[config.mk]
export PLATFORM = sky130hd
export DESIGN_NAME = if_fetch_queue
export DESIGN_NICKNAME = d
export VERILOG_FILES = /design/src/rtl/riscv_types.sv /design/src/rtl/if_fetch_queue.sv
export SDC_FILE = /design/constraint.sdc
export NUM_CORES = 1
export LEC_CHECK = 0
export ABC_AREA = 1
export BUFFER_PORTS_ARGS = -buffer_cell sky130_fd_sc_hd__buf_2
export CAP_MARGIN = 20
export CORE_AREA = 2 2 172 157
export CTS_BUF_LIST = sky130_fd_sc_hd__clkbuf_4
export DETAILED_ROUTE_END_ITERATION = 8
export DIE_AREA = 0 0 174 159
export PLACE_DENSITY = 0.82
export SLEW_MARGIN = 20
export SYNTH_ARGS = -nofsm -noshare
export SYNTH_HDL_FRONTEND = slang
export SYNTH_SLANG_ARGS = --single-unit
[constraint.sdc]
create_clock -name clk -period 7.8 [get_ports clk]
set_input_delay 0.78 -clock clk [delete_from_list [all_inputs] [get_ports clk]]
set_output_delay 0.78 -clock clk [all_outputs]
set_load 0.02 [all_outputs]
[src/rtl/riscv_types.sv]
// Shared RISC-V pipeline types: the IF/ID register layout and the canonical NOP encoding.
package riscv_types;

  localparam logic [31:0] INST_NOP = 32'h0000_0013;  // ADDI x0,x0,0

  typedef struct packed {
    logic [31:0] current_pc;
    logic [31:0] pc_plus_4;
    logic [31:0] inst;
  } if_id_reg_t;

endpackage

[src/rtl/if_fetch_queue.sv]
// Instruction fetch queue between IF2 and ID: circular buffer that absorbs decode stalls and is
// discarded on redirect. in_ready depends only on registered occupancy, never on out_ready.
module if_fetch_queue
  import riscv_types::*;
#(
  parameter int          DEPTH = 4,
  parameter logic [31:0] NOP   = INST_NOP
) (
  input  logic                     clk,
  input  logic                     reset,
  input  logic                     flush,
  input  logic                     in_valid,
  input  logic [31:0]              in_pc,
  input  logic [31:0]              in_pc4,
  input  logic [31:0]              in_inst,
  output logic                     in_ready,
  output logic                     out_valid,
  output if_id_reg_t               out_data,
  input  logic                     out_ready,
  output logic [$clog2(DEPTH):0]   count
);

  localparam int PTR_W = $clog2(DEPTH);
  localparam int CNT_W = PTR_W + 1;

  if_id_reg_t       mem [DEPTH];
  logic [PTR_W-1:0] rd_ptr;
  logic [PTR_W-1:0] wr_ptr;
  logic             enq;
  logic             deq;

  assign in_ready  = (count != CNT_W'(DEPTH));
  assign out_valid = (count != '0);
  assign enq       = in_valid & in_ready;
  assign deq       = out_valid & out_ready;

  // Empty queue presents a bubble so decode sees a harmless NOP instead of stale storage.
  assign out_data  = out_valid ? mem[rd_ptr] : '{current_pc: 32'h0, pc_plus_4: 32'h0, inst: NOP};

  // NOTE: sequential state uses non-blocking assignments so every register samples pre-edge values.
  // Pointers wrap naturally because DEPTH is a power of two.
  always_ff @(posedge clk) begin
    if (reset || flush) begin
      rd_ptr <= '0;
      wr_ptr <= '0;
      count  <= '0;
    end else begin
      if (enq) wr_ptr <= wr_ptr + 1'b1;
      if (deq) rd_ptr <= rd_ptr + 1'b1;
      case ({enq, deq})
        2'b10:   count <= count + 1'b1;
        2'b01:   count <= count - 1'b1;
        default: count <= count;
      endcase
    end
  end

  // NOTE: storage is deliberately not reset; validity comes from count, so stale words are never observed.
  always_ff @(posedge clk) begin
    if (enq) mem[wr_ptr] <= '{current_pc: in_pc, pc_plus_4: in_pc4, inst: in_inst};
  end

endmodule

==> results of run 1 <==
[per-layer routing]
layer,global-route usage,part of all wire
met1,0.303,0.39
met2,0.420,0.51
met3,0.0616,0.088
met4,0.0940,0.020
met5,0,0.00088
[through the flow]
step	hold WS [ps]	power [µW]	std cells
final	288	4310	1863
after global routing	229	4490	1861
after CTS	212	4340	1855
after detailed placement	497	2770	1689
after global placement	482	2750	1689
after floorplan	462	2640	1201
[cells by family (layout without fill, tap and decap cells)]
group | after synthesis | in the layout | synth area share
compound gates | 295 | 295 | 0.0963
fa+ha+maj | 6 | 6 | 0.00539
flops | 393 | 393 | 0.764
simple gates | 415 | 415 | 0.102
other cells | 0 | 7 | 0
buf+inv | 92 | 399 | 0.0325
[registers in the layout (all words and copies together), names as in the netlist, named ones only]
| signal | cells |
|---|---|
| mem | 384 |
| wr_ptr | 2 |
| rd_ptr | 2 |
| count | 3 |
[layout by cell type, fill, tap and decap left out]
master	instances
buf_6	1
nand3_1	5
inv_1	16
bufinv_16	1
ha_1	5
o21ai_0	164
nor2_1	379
buf_4	11
dfxtp_1	7
nor2_4	4
inv_2	1
a21oi_1	104
clkinv_1	24
o21ai_1	27
clkinvlp_4	3
clkbuf_4	130
clkinv_2	9
dfxtp_4	2
fa_1	1
inv_4	1
edfxtp_1	384
nand2_1	27
diode_2	7
buf_2	201
buf_16	1
[power by group through the flow]
stage                     combinational (µW)  clock (µW)  sequential (µW)
after global routing                     363        1730             2400
after floorplan                          202           0             2440
after CTS                                332        1620             2390
final                                    332        1590             2390
after global placement                   319           0             2430
after detailed placement                 330           0             2440
[worst register-to-register path, stage by stage (launching register included)]
cell and delay [ps]:
dfxtp_1 360, nor2_1 80, nand2_1 110, nand2_1 290
nor2_4 510, buf_16 250, buf_4 730
[worst min-delay path by stage]
stage / startpoint / end / cells after the start
2_1_floorplan: rd_ptr[1] / flop / 2
3_3_place_gp: rd_ptr[1] / flop / 2
3_5_place_dp: wr_ptr[1] / wr_ptr[1] / 2
4_1_cts: in_pc4[0] / mem[2][32] / 1
5_1_grt: in_pc4[0] / mem[3][32] / 1
6_report: in_pc[14] / mem[1][78] / 1
[final cells by class]
cell class                 count  area share
antenna                        7    0.000990
clock buffer                 130      0.0552
clock inverter                36      0.0103
inverter                      19     0.00432
multi-input combinational    716       0.178
sequential                   393       0.663
tap                          348      0.0246
timing repair buffer         214      0.0637
==> metrics.txt, run 1 <==
outcome=completed; r2r endpoint=mem[2][55]; global-route wire length before repair=53200 µm; Root Buffer=clkbuf_4; routed via count=~10000; worst setup path endpoint=out_data[93]; Synth top cells by count=384 x edfxtp_1, 383 x nor2_1, 164 x o21ai_0; dominant cell type by area after synthesis=edfxtp_1; vias in the first global route=~10000; Max-Cap Viols=0; r2r worst-path depth=6; Switching Fraction=0.240; core box area=about 26000 µm²; CP peak stage delay=between 800 and 900 ps; CP arrival=approximately 3700 ps; critical path data required time=7020 ps; Clk pin slew, worst setup/hold paths=70 ps; Post-DP Area=approximately 16000 µm²; count leader, synth=edfxtp_1; multi-input logic area=between 3000 and 4000 µm²; clock power share=0.368; Setup CP Type=reg -> out; Remaining Overflow, GRT=0; largest cells by area after synthesis=edfxtp_1 75%, nor2_1 9.4%, o21ai_0 5.4%, a21oi_1 3.4%, dfxtp_1 1.2%; TritonCTS clock tree=yes; die width=between 150 and 200 µm; max-slew violations=0; Flop pwr share=0.555; CTS Hold Buffers Added=0; Worst R2R Start=count[1]; critical path depth in cells=5; Buf/Inv on CP=3; Avg Cell Area, Syn=approximately 13 µm²; r2r setup slk=5010 ps; chip height=around 160 µm; relative slew slack=0.303; GP Congestion=between 0.7 and 0.8; Rows=56; H-tree depth=3; logic gate share of total power=0.077; Final HPWL DP=roughly 19000 µm; Routed WL=~34000 µm; setup_tns=0 ps; CP top delay family=buffers and inverters; largest net degree at the start of global routing=118; register area share after synthesis=0.764; Initial DRC Count=around 1100; FILL cells=1873; endpoints failing hold=0; CP endpoint kind=output pin; Switching Power=1040 µW; Critical-path top delay cell=inv_4; CTS buffer count=94; RSZ-0062 raised after global routing=no; buffer count from post-CTS setup fixing=0; Max VDD drop=roughly 0.00018 V; Max Root-Sink Buffers=3; fin crit period=~4500 ps; Internal=around 3300 µW; pwr dens=244 nW/µm²; Final Core Density=0.686; Cell Area, Synth=15300 µm²; Hold WC Path Type=in -> reg; GRT Total Usage=0.245; final design instance area without fill=17700 µm²; Mapped Nets=~1300; pre-CTS setup slack=just over 4000 ps; Vias per Instance=about 5.5; final setup violation count=0; Nets=between 1500 and 2000; leading register cell type out of synthesis=edfxtp_1; CP Cell Sequence=inv_4 > buf_4 > o21ai_0 > a21oi_1 > buf_2; CP Max Fanout=approximately 120; fmax=0.223 GHz; Cells after Synth=between 1000 and 1500; Reg area=between 10000 and 15000 µm²; antenna violations before repair=11; ANT nets after route=0; growth of design area from synthesis to finish=15.4%; WL/cell=about 18 µm; clock sink total=~390; Worst-Skew Late Latency=710 ps; Syn. warnings=0; P_leak=roughly 0.0066 µW; Seq cells post-synth=between 300 and 400; io pins=202; residual DRC count=0; Pre-antenna DRT Iters=5; post-CTS resize count=0; Die ar.=roughly 28000 µm²; post-synth cell types=18; Fin Clk Skew=around 49 ps; Tightest Pin Transition=1040 ps; number of synthesized flops with an enable pin=about 380; crit path launch type=flop; share of layout cells above drive strength 1=0.242; Port Buffer Count=between 200 and 250; Yosys top cell area share=0.752; Initial Util=0.595; crit share post-route=0.576; Setup WS post-layout=between 3000 and 4000 ps; asr flop ratio synth=0
Power figures use the tool's default switching activity.
==> run 2, diff against run 1 <==
- CORE_AREA: 2 2 172 157 -> 2 2 181 165
- DIE_AREA: 0 0 174 159 -> 0 0 183 167
- PLACE_DENSITY: 0.82 -> 0.78
- clock period: 7.8 -> 3.7 ns (I/O delays scaled with it)
==> run 2 against run 1 <==
  * Wire length is 5.0% higher
  * Non-clock buffer count grew 107
  * First-iteration DRC count shrank 16%
  * Largest cell class unchanged
  * Highest routed layer is now met4
==> metrics.txt, run 2 (synthesis gave the netlist of run 1 again) <==
Root Buffer=clkbuf_4; die width=183 µm; final setup violation count=0; io pins=a little over 200; Remaining Overflow, GRT=0; outcome=completed; Overall Power=between 9000 and 10000 µW; critical path data required time=3330 ps; routed via count=about 11000; crit path launch type=flop; ANT nets after route=0; Clk pin slew, worst setup/hold paths=70 ps; antenna violations before repair=4; CP Max Fanout=160; Fin Clk Skew=roughly 60 ps; fin crit period=approximately 3200 ps; setup_tns=0 ps; global-route wire length before repair=~55000 µm; crit share post-route=0.853; core box area=around 29000 µm²; Setup CP Type=reg -> out; residual DRC count=0; largest net degree at the start of global routing=around 160; P_leak=0.00703 µW; Die ar.=just over 30000 µm²; Max VDD drop=roughly 0.00044 V; max FFs per register=~380; FILL cells=approximately 2100; Worst-Skew Late Latency=approximately 720 ps; Initial DRC Count=960; chip height=167 µm; Nets=1655; Max Root-Sink Buffers=3; CP arrival=roughly 2800 ps; Vias per Instance=approximately 5.4; CTS buffer count=slightly below 100; Setup WS post-layout=544 ps; Final Core Density=0.657; Pre-antenna DRT Iters=5; Hold WC Path Type=in -> reg; WL/cell=18.0 µm; growth of design area from synthesis to finish=22.7%; most common cell after layout, fill and taps aside=edfxtp_1; clock sink total=393; RSZ-0062 raised after global routing=no; Tightest Pin Transition=about 900 ps; Routed WL=between 30000 and 40000 µm; fmax=roughly 0.32 GHz; Biggest register=mem; Initial Util=0.535; commonest cells after routing, fill and taps aside=384 x edfxtp_1, 379 x nor2_1, 201 x buf_2; GRT Total Usage=0.232; buffer count from post-CTS setup fixing=0; Max-Cap Viols=0; relative slew slack=0.402; Reg area=between 10000 and 15000 µm²; Final HPWL DP=approximately 19000 µm; GP Congestion=~0.76; multi-input logic area=3150 µm²; Port Buffer Count=~200; biggest regs=mem x384, count x3; endpoints failing hold=0; vias in the first global route=approximately 11000; H-tree depth=3; Rows=59; TritonCTS clock tree=yes; pre-CTS setup slack=~1200 ps; CP endpoint kind=output pin; Hold WS=404 ps; share of layout cells above drive strength 1=0.229; pwr dens=between 400 and 500 nW/µm²; max-slew violations=0
-- run 2: worst max-delay path: stages (launching register included) --
cell     delay, ps
dfxtp_4        610
buf_12         600
nor2_1         110
nor2_1         100
o21ai_0         90
a21oi_1        300
buf_2          230
-- run 2: worst paths after layout --
path / start / endpoint / slack (ps) / depth (start not counted)
max: flop / out_data[18] / 540 / 6
max reg2reg: count[1] / mem[0][36] / 1340 / 5
min: in_inst[27] / mem[0][27] / 400 / 2
min reg2reg: rd_ptr[1] / flop / 510 / 2
-- run 2: through the flow --
step,instances,cell area (µm²)
5_1_grt,1976,18800
2_1_floorplan,1201,15300
3_3_place_gp,1713,16700
3_5_place_dp,1713,16700
4_1_cts,1973,18800
6_report,1977,18800
-- run 2: layout make-up --
class	count	share of cell area
diodes	4	0.000532
flip-flops and latches	393	0.623
well taps	366	0.0243
clock buffers	132	0.0527
inverters	19	0.00406
repair buffers	321	0.122
clock inverters	26	0.00598
multi-input cells	716	0.168
-- run 2: layer usage --
layer  global-route usage  share of wire  vias to the layer above
li1                     -              -                     5012
met1                0.280           0.39                     5106
met2                0.407           0.52                      434
met3               0.0529          0.075                       70
met4               0.0904          0.023                        0
met5                    0              0                        -
-- run 2: power by group --
part           switching, µW  internal [µW]  total [µW]
registers               31.7           5000        5040
logic                    531            280         810
clock network           1640           1640        3280
total                   2200           6920        9120
-- run 2: timing repair --
item	CTS	global route
hold buffers	102	0
gates resized for setup	0	0
endpoints found under the hold margin	392	0
